## src/rtl/jk_mod_counter.sv

```systemverilog
// Modulo-MODULUS up/down counter whose bits are stored as JK cells, with
// parallel load (clamped to the count range), terminal count and wrap pulse.
module jk_mod_counter #(
    parameter int WIDTH   = 4,
    parameter int MODULUS = 10
) (
    input  logic             clk,
    input  logic             rst,
    input  logic             en,
    input  logic             up,
    input  logic             load,
    input  logic [WIDTH-1:0] din,
    output logic [WIDTH-1:0] q,
    output logic [WIDTH-1:0] q_bar,
    output logic             tc,
    output logic             wrap
);

    localparam logic [WIDTH-1:0] MAX_CNT = WIDTH'(MODULUS - 1);

    logic [WIDTH-1:0] q_q, qb_q;
    logic             wrap_q;

    logic [WIDTH-1:0] nxt_d, chg_d, j_d, k_d;
    logic             wrap_d, load_sel_d;

    function automatic logic [WIDTH-1:0] clamp_load(input logic [WIDTH-1:0] v);
        return (v > MAX_CNT) ? MAX_CNT : v;
    endfunction

    function automatic logic [WIDTH-1:0] jk_next(input logic [WIDTH-1:0] cur,
                                                 input logic [WIDTH-1:0] j,
                                                 input logic [WIDTH-1:0] k);
        return (j & ~cur) | (~k & cur);
    endfunction

    always_comb begin
        nxt_d      = q_q;
        wrap_d     = 1'b0;
        load_sel_d = 1'b0;
        if (load) begin
            nxt_d      = clamp_load(din);
            load_sel_d = 1'b1;
        end else if (en) begin
            if (up) begin
                if (q_q == MAX_CNT) begin
                    nxt_d  = '0;
                    wrap_d = 1'b1;
                end else begin
                    nxt_d = q_q + WIDTH'(1);
                end
            end else begin
                if (q_q == '0) begin
                    nxt_d  = MAX_CNT;
                    wrap_d = 1'b1;
                end else begin
                    nxt_d = q_q - WIDTH'(1);
                end
            end
        end
    end

    // Changed bits get set/clear on a load and toggle (J=K=1) when counting.
    always_comb begin
        chg_d = nxt_d ^ q_q;
        j_d   = chg_d & (load_sel_d ? nxt_d  : {WIDTH{1'b1}});
        k_d   = chg_d & (load_sel_d ? ~nxt_d : {WIDTH{1'b1}});
    end

    always_ff @(posedge clk) begin
        if (rst) begin
            q_q    <= '0;
            qb_q   <= {WIDTH{1'b1}};
            wrap_q <= 1'b0;
        end else begin
            q_q    <= jk_next(q_q, j_d, k_d);
            qb_q   <= jk_next(qb_q, k_d, j_d);
            wrap_q <= wrap_d;
        end
    end

    assign q     = q_q;
    assign q_bar = qb_q;
    assign wrap  = wrap_q;
    assign tc    = up ? (q_q == MAX_CNT) : (q_q == '0);

endmodule

```

## config.mk

```make
export PLATFORM = sky130hd
export DESIGN_NAME = jk_mod_counter
export DESIGN_NICKNAME = d
export VERILOG_FILES = /design/src/rtl/jk_mod_counter.sv
export SDC_FILE = /design/constraint.sdc
export NUM_CORES = 1
export LEC_CHECK = 0
export BUFFER_PORTS_ARGS = -buffer_cell sky130_fd_sc_hd__buf_2
export CORE_MARGIN = 2
export CORE_UTILIZATION = 45
export DETAILED_ROUTE_END_ITERATION = 7
export HOLD_SLACK_MARGIN = 0.08
export PLACE_DENSITY_LB_ADDON = 0.1
export SKIP_LAST_GASP = 1
export SLEW_MARGIN = 5
export SYNTH_ARGS = -nofsm -noshare
export SYNTH_HDL_FRONTEND = slang
export SYNTH_SLANG_ARGS = --single-unit
```

## constraint.sdc

```tcl
create_clock -name clk -period 1.3 [get_ports clk]
set_input_delay 0 -clock clk [delete_from_list [all_inputs] [get_ports clk]]
set_output_delay 0 -clock clk [all_outputs]
set_load 0.02 [all_outputs]
```

==> results.toml <==
[finish]
syn_to_final_growth_pct = 39.04
drive_gt1_share_pct = 44.35
regArea_um2 = 191.4
fillCellCount = 130
design_area_um2 = 975.9
multiInputGateArea_um2 = 494.2
diodes = 0
finish.net_count = 125

[setup_path]
crit_fanout = 4
crit_slowest_cell = "or3_4"
rr_endpoint = "q_bar[3]"
path_delay_family = "simple AND/OR/NAND/NOR gates"
worst_ep_required_time_ns = 1.30
r2r_start = "q[3]"
critPathLaunchType = "register"
path_cells = "or3_4, a211oi_4, buf_6"
critPathKind = "reg -> out"
path_buf_inv = 1
critPathCaptureType = "output port"
r2r_slack_ns = 0.03
crit_path_max_incr_delay_ns = 0.39
rr_worst_depth = 4
crit_arrival_ns = 1.37

[grt]
grt_max_degree = 13
overflow = 0
track_usage_pct = 21.15
grt_pass1_vias = 727
antenna_found_initial = 0
grt_pass1_wl_um = 3001

[die]
die_w_um = 43.50
die_h_um = 43.50
core-area_mm2 = 0.001489
rows = 14
start_util_pct = 47.14
die_area_mm2 = 0.001892
ios = 19

[pwr]
switchingPower_uw = 313.4
swShare_pct = 34.77
clkPwrFrac_pct = 24.5
seqPwrFrac_pct = 36.8
powerDensity_mw_per_mm2 = 923.5
p_int_uw = 587.9
total_power_uw = 901.3
comb_power_share_pct = 38.7
leakage_uw = 0.0004213
vdd_drop_max_mv = 0.5621

[synth]
yosys-top-cells-count = "dfxtp_1 (9), a21oi_1 (5), inv_1 (5)"
yosysWarningCount = 0
syn_nets = 95
synthArstFlopShare_pct = 0
ys_ff_latch = 9
netlist_area_um2 = 701.9
ys_seq_area_share_pct = 25.67
synth_top_area_share_pct = 25.67
synth.most_common_cell = "dfxtp_1"
ys_top_cells_by_area = "dfxtp_1 (26%), a221oi_1 (5.0%), maj3_1 (4.3%)"
yosys.area.top_type = "dfxtp_1"
synthFlopType = "dfxtp_1"
synth.distinct_cells = 41
avgSynthCellArea_um2 = 8.162
synth_edf_count = 0
synthCells = 86

[timing]
finalMaxSlewViolations = 0
fin_ws_ns = -0.06600
fin_skew_ns = 0.004742
min_period_over_period_pct = 105.1
period_needed_ns = 1.366
clock.fmax_mhz = 732.1
hold_viol_final = 0
slew_headroom_pct = 83.35
setup_viol = 1
tightestPinTransition_ns = 0.2498
rsz0062_at_grt = "yes"

[placed_design]
placed_cell_area_um2 = 838.3
port_buffers = 18
routabilityCongestion = 0.8269
hpwl_um = 1238

[cts]
cts_root_buf = "clkbuf_4"
clock-sinks = 9
htreeDepth = 1
cts_tree = "built"
clk_path_buf_depth = 2
insertion_delay_ns = 0.26
clkTransAtPathRegs_ns = 0.07
cts_buffers = 3

[min_path]
min_to = "q_bar[0]"
min_from = "din[0]"
hold_class = "in -> reg"
hold_depth = 4

[route]
drtAntennaViolNets = 0
vias = 757
wl_per_cell_um = 13.56
drc_errors = 0
drt_wl_total_um = 1777
dr.pass1.iters = 4
vias_per_cell = 5.779
drt_iter0_drc = 14

[run]
maxCapViolCount = 0

[run_status]
status = "finished, violations left"
violations = "negative setup slack"
-- metal layers --
layer / GRT usage [%] / routed length (um)
met4: 12.12 / 14
met2: 34.03 / 852
met3: 2.917 / 79
met5: 0 / 0
met1: 27.06 / 831
-- worst reg2reg max path, delay by kind of cell (launching register included) --
family | cells | cell delay, ns
flip-flops | 1 | 0.35
adder cells (fa/ha/maj) | 1 | 0.31
AO/OA/AOI/OAI | 1 | 0.24
buffers and inverters | 1 | 0.15
AND/OR/NAND/NOR | 1 | 0.10
-- per-stage QoR --
stage | setup WS (ns) | hold WS (ns) | std cells | TNS, ns | util [%]
floorplan | -0.1257 | 0.1929 | 86 | -0.1685 | -
global placement | 0.03363 | 0.2992 | 120 | 0 | 56.30
detailed placement | 0.008804 | 0.2977 | 120 | 0 | 56.30
CTS | -0.1104 | 0.1073 | 130 | -0.1331 | 62.52
global route | -0.1073 | 0.1221 | 131 | -0.1905 | 65.55
finish | -0.06600 | 0.09037 | 131 | -0.06600 | 65.55
-- cell type report --
type / instances / area share (%)
inverters: 6 / 2.308
well taps: 16 / 2.051
flip-flops and latches: 9 / 19.62
clock buffers: 4 / 2.692
multi-input cells: 63 / 50.64
repair buffers: 33 / 22.69
-- power groups by stage --
stage	clock network [uW]	logic, uW	registers, uW
after floorplan	0	197	359
after global placement	0	284	343
after detailed placement	0	287	345
after CTS	223	328	329
after global routing	234	382	336
final	221	349	331
-- cell families after synthesis --
kind of cell | Yosys count | share of synthesized area (%)
flops | 9 | 25.67
compound gates | 26 | 27.63
buf+inv | 14 | 11.05
xor+xnor | 4 | 4.992
fa+ha+maj | 3 | 4.278
simple gates | 28 | 23.53
mux | 2 | 2.852
-- placed cells by master, fill, tap and decap left out, drive strengths merged --
| master | count |
|---|---|
| buf | 31 |
| dfxtp | 9 |
| inv | 5 |
| a21oi | 5 |
| nor2 | 4 |
| nand2 | 4 |
| nand3 | 4 |
| clkbuf | 4 |
| nor3 | 4 |
| a221oi | 4 |
| maj3 | 3 |
| a211oi | 3 |
| o211ai | 2 |
| nand2b | 2 |
| xor2 | 2 |
| mux2i | 2 |
| o31ai | 2 |
| o21ai | 2 |
| a211o | 2 |
| o2111ai | 2 |
| dlygate4sd3 | 2 |
| or2 | 2 |
| and3 | 2 |
| xnor2 | 2 |
| or3 | 1 |
| clkinv | 1 |
| or4 | 1 |
| and2 | 1 |
| nand4 | 1 |
| o21a | 1 |
| a21o | 1 |
| a22o | 1 |
| a22oi | 1 |
| nor2b | 1 |
| nor3b | 1 |
-- what timing repair did --
item,in CTS,in global routing
setup endpoints to repair,2,8
buffers inserted,4,1
resized for setup,5,8
endpoints found under the hold margin,3,0
gates cloned,0,0
pin swaps,3,7
hold buffers,2,0
-- how the worst max path moves through the flow --
| stage | to | from | slack [ns] | cells past startpoint |
|---|---|---|---|---|
| after detailed placement | q_bar[3] | q[0] | 0.009 | 4 |
| after global placement | q_bar[3] | q[0] | 0.03 | 4 |
| after floorplan | wrap | q[0] | -0.13 | 4 |
| final | tc | q[3] | -0.07 | 3 |
| after global routing | tc | q[3] | -0.11 | 3 |
| after CTS | tc | q[3] | -0.11 | 3 |
-- registers in the layout, summed over array words and instances (netlist names) --
name and flops:
q 4, q_bar 4, wrap 1
No activity file was read; power rests on OpenSTA's default activity.
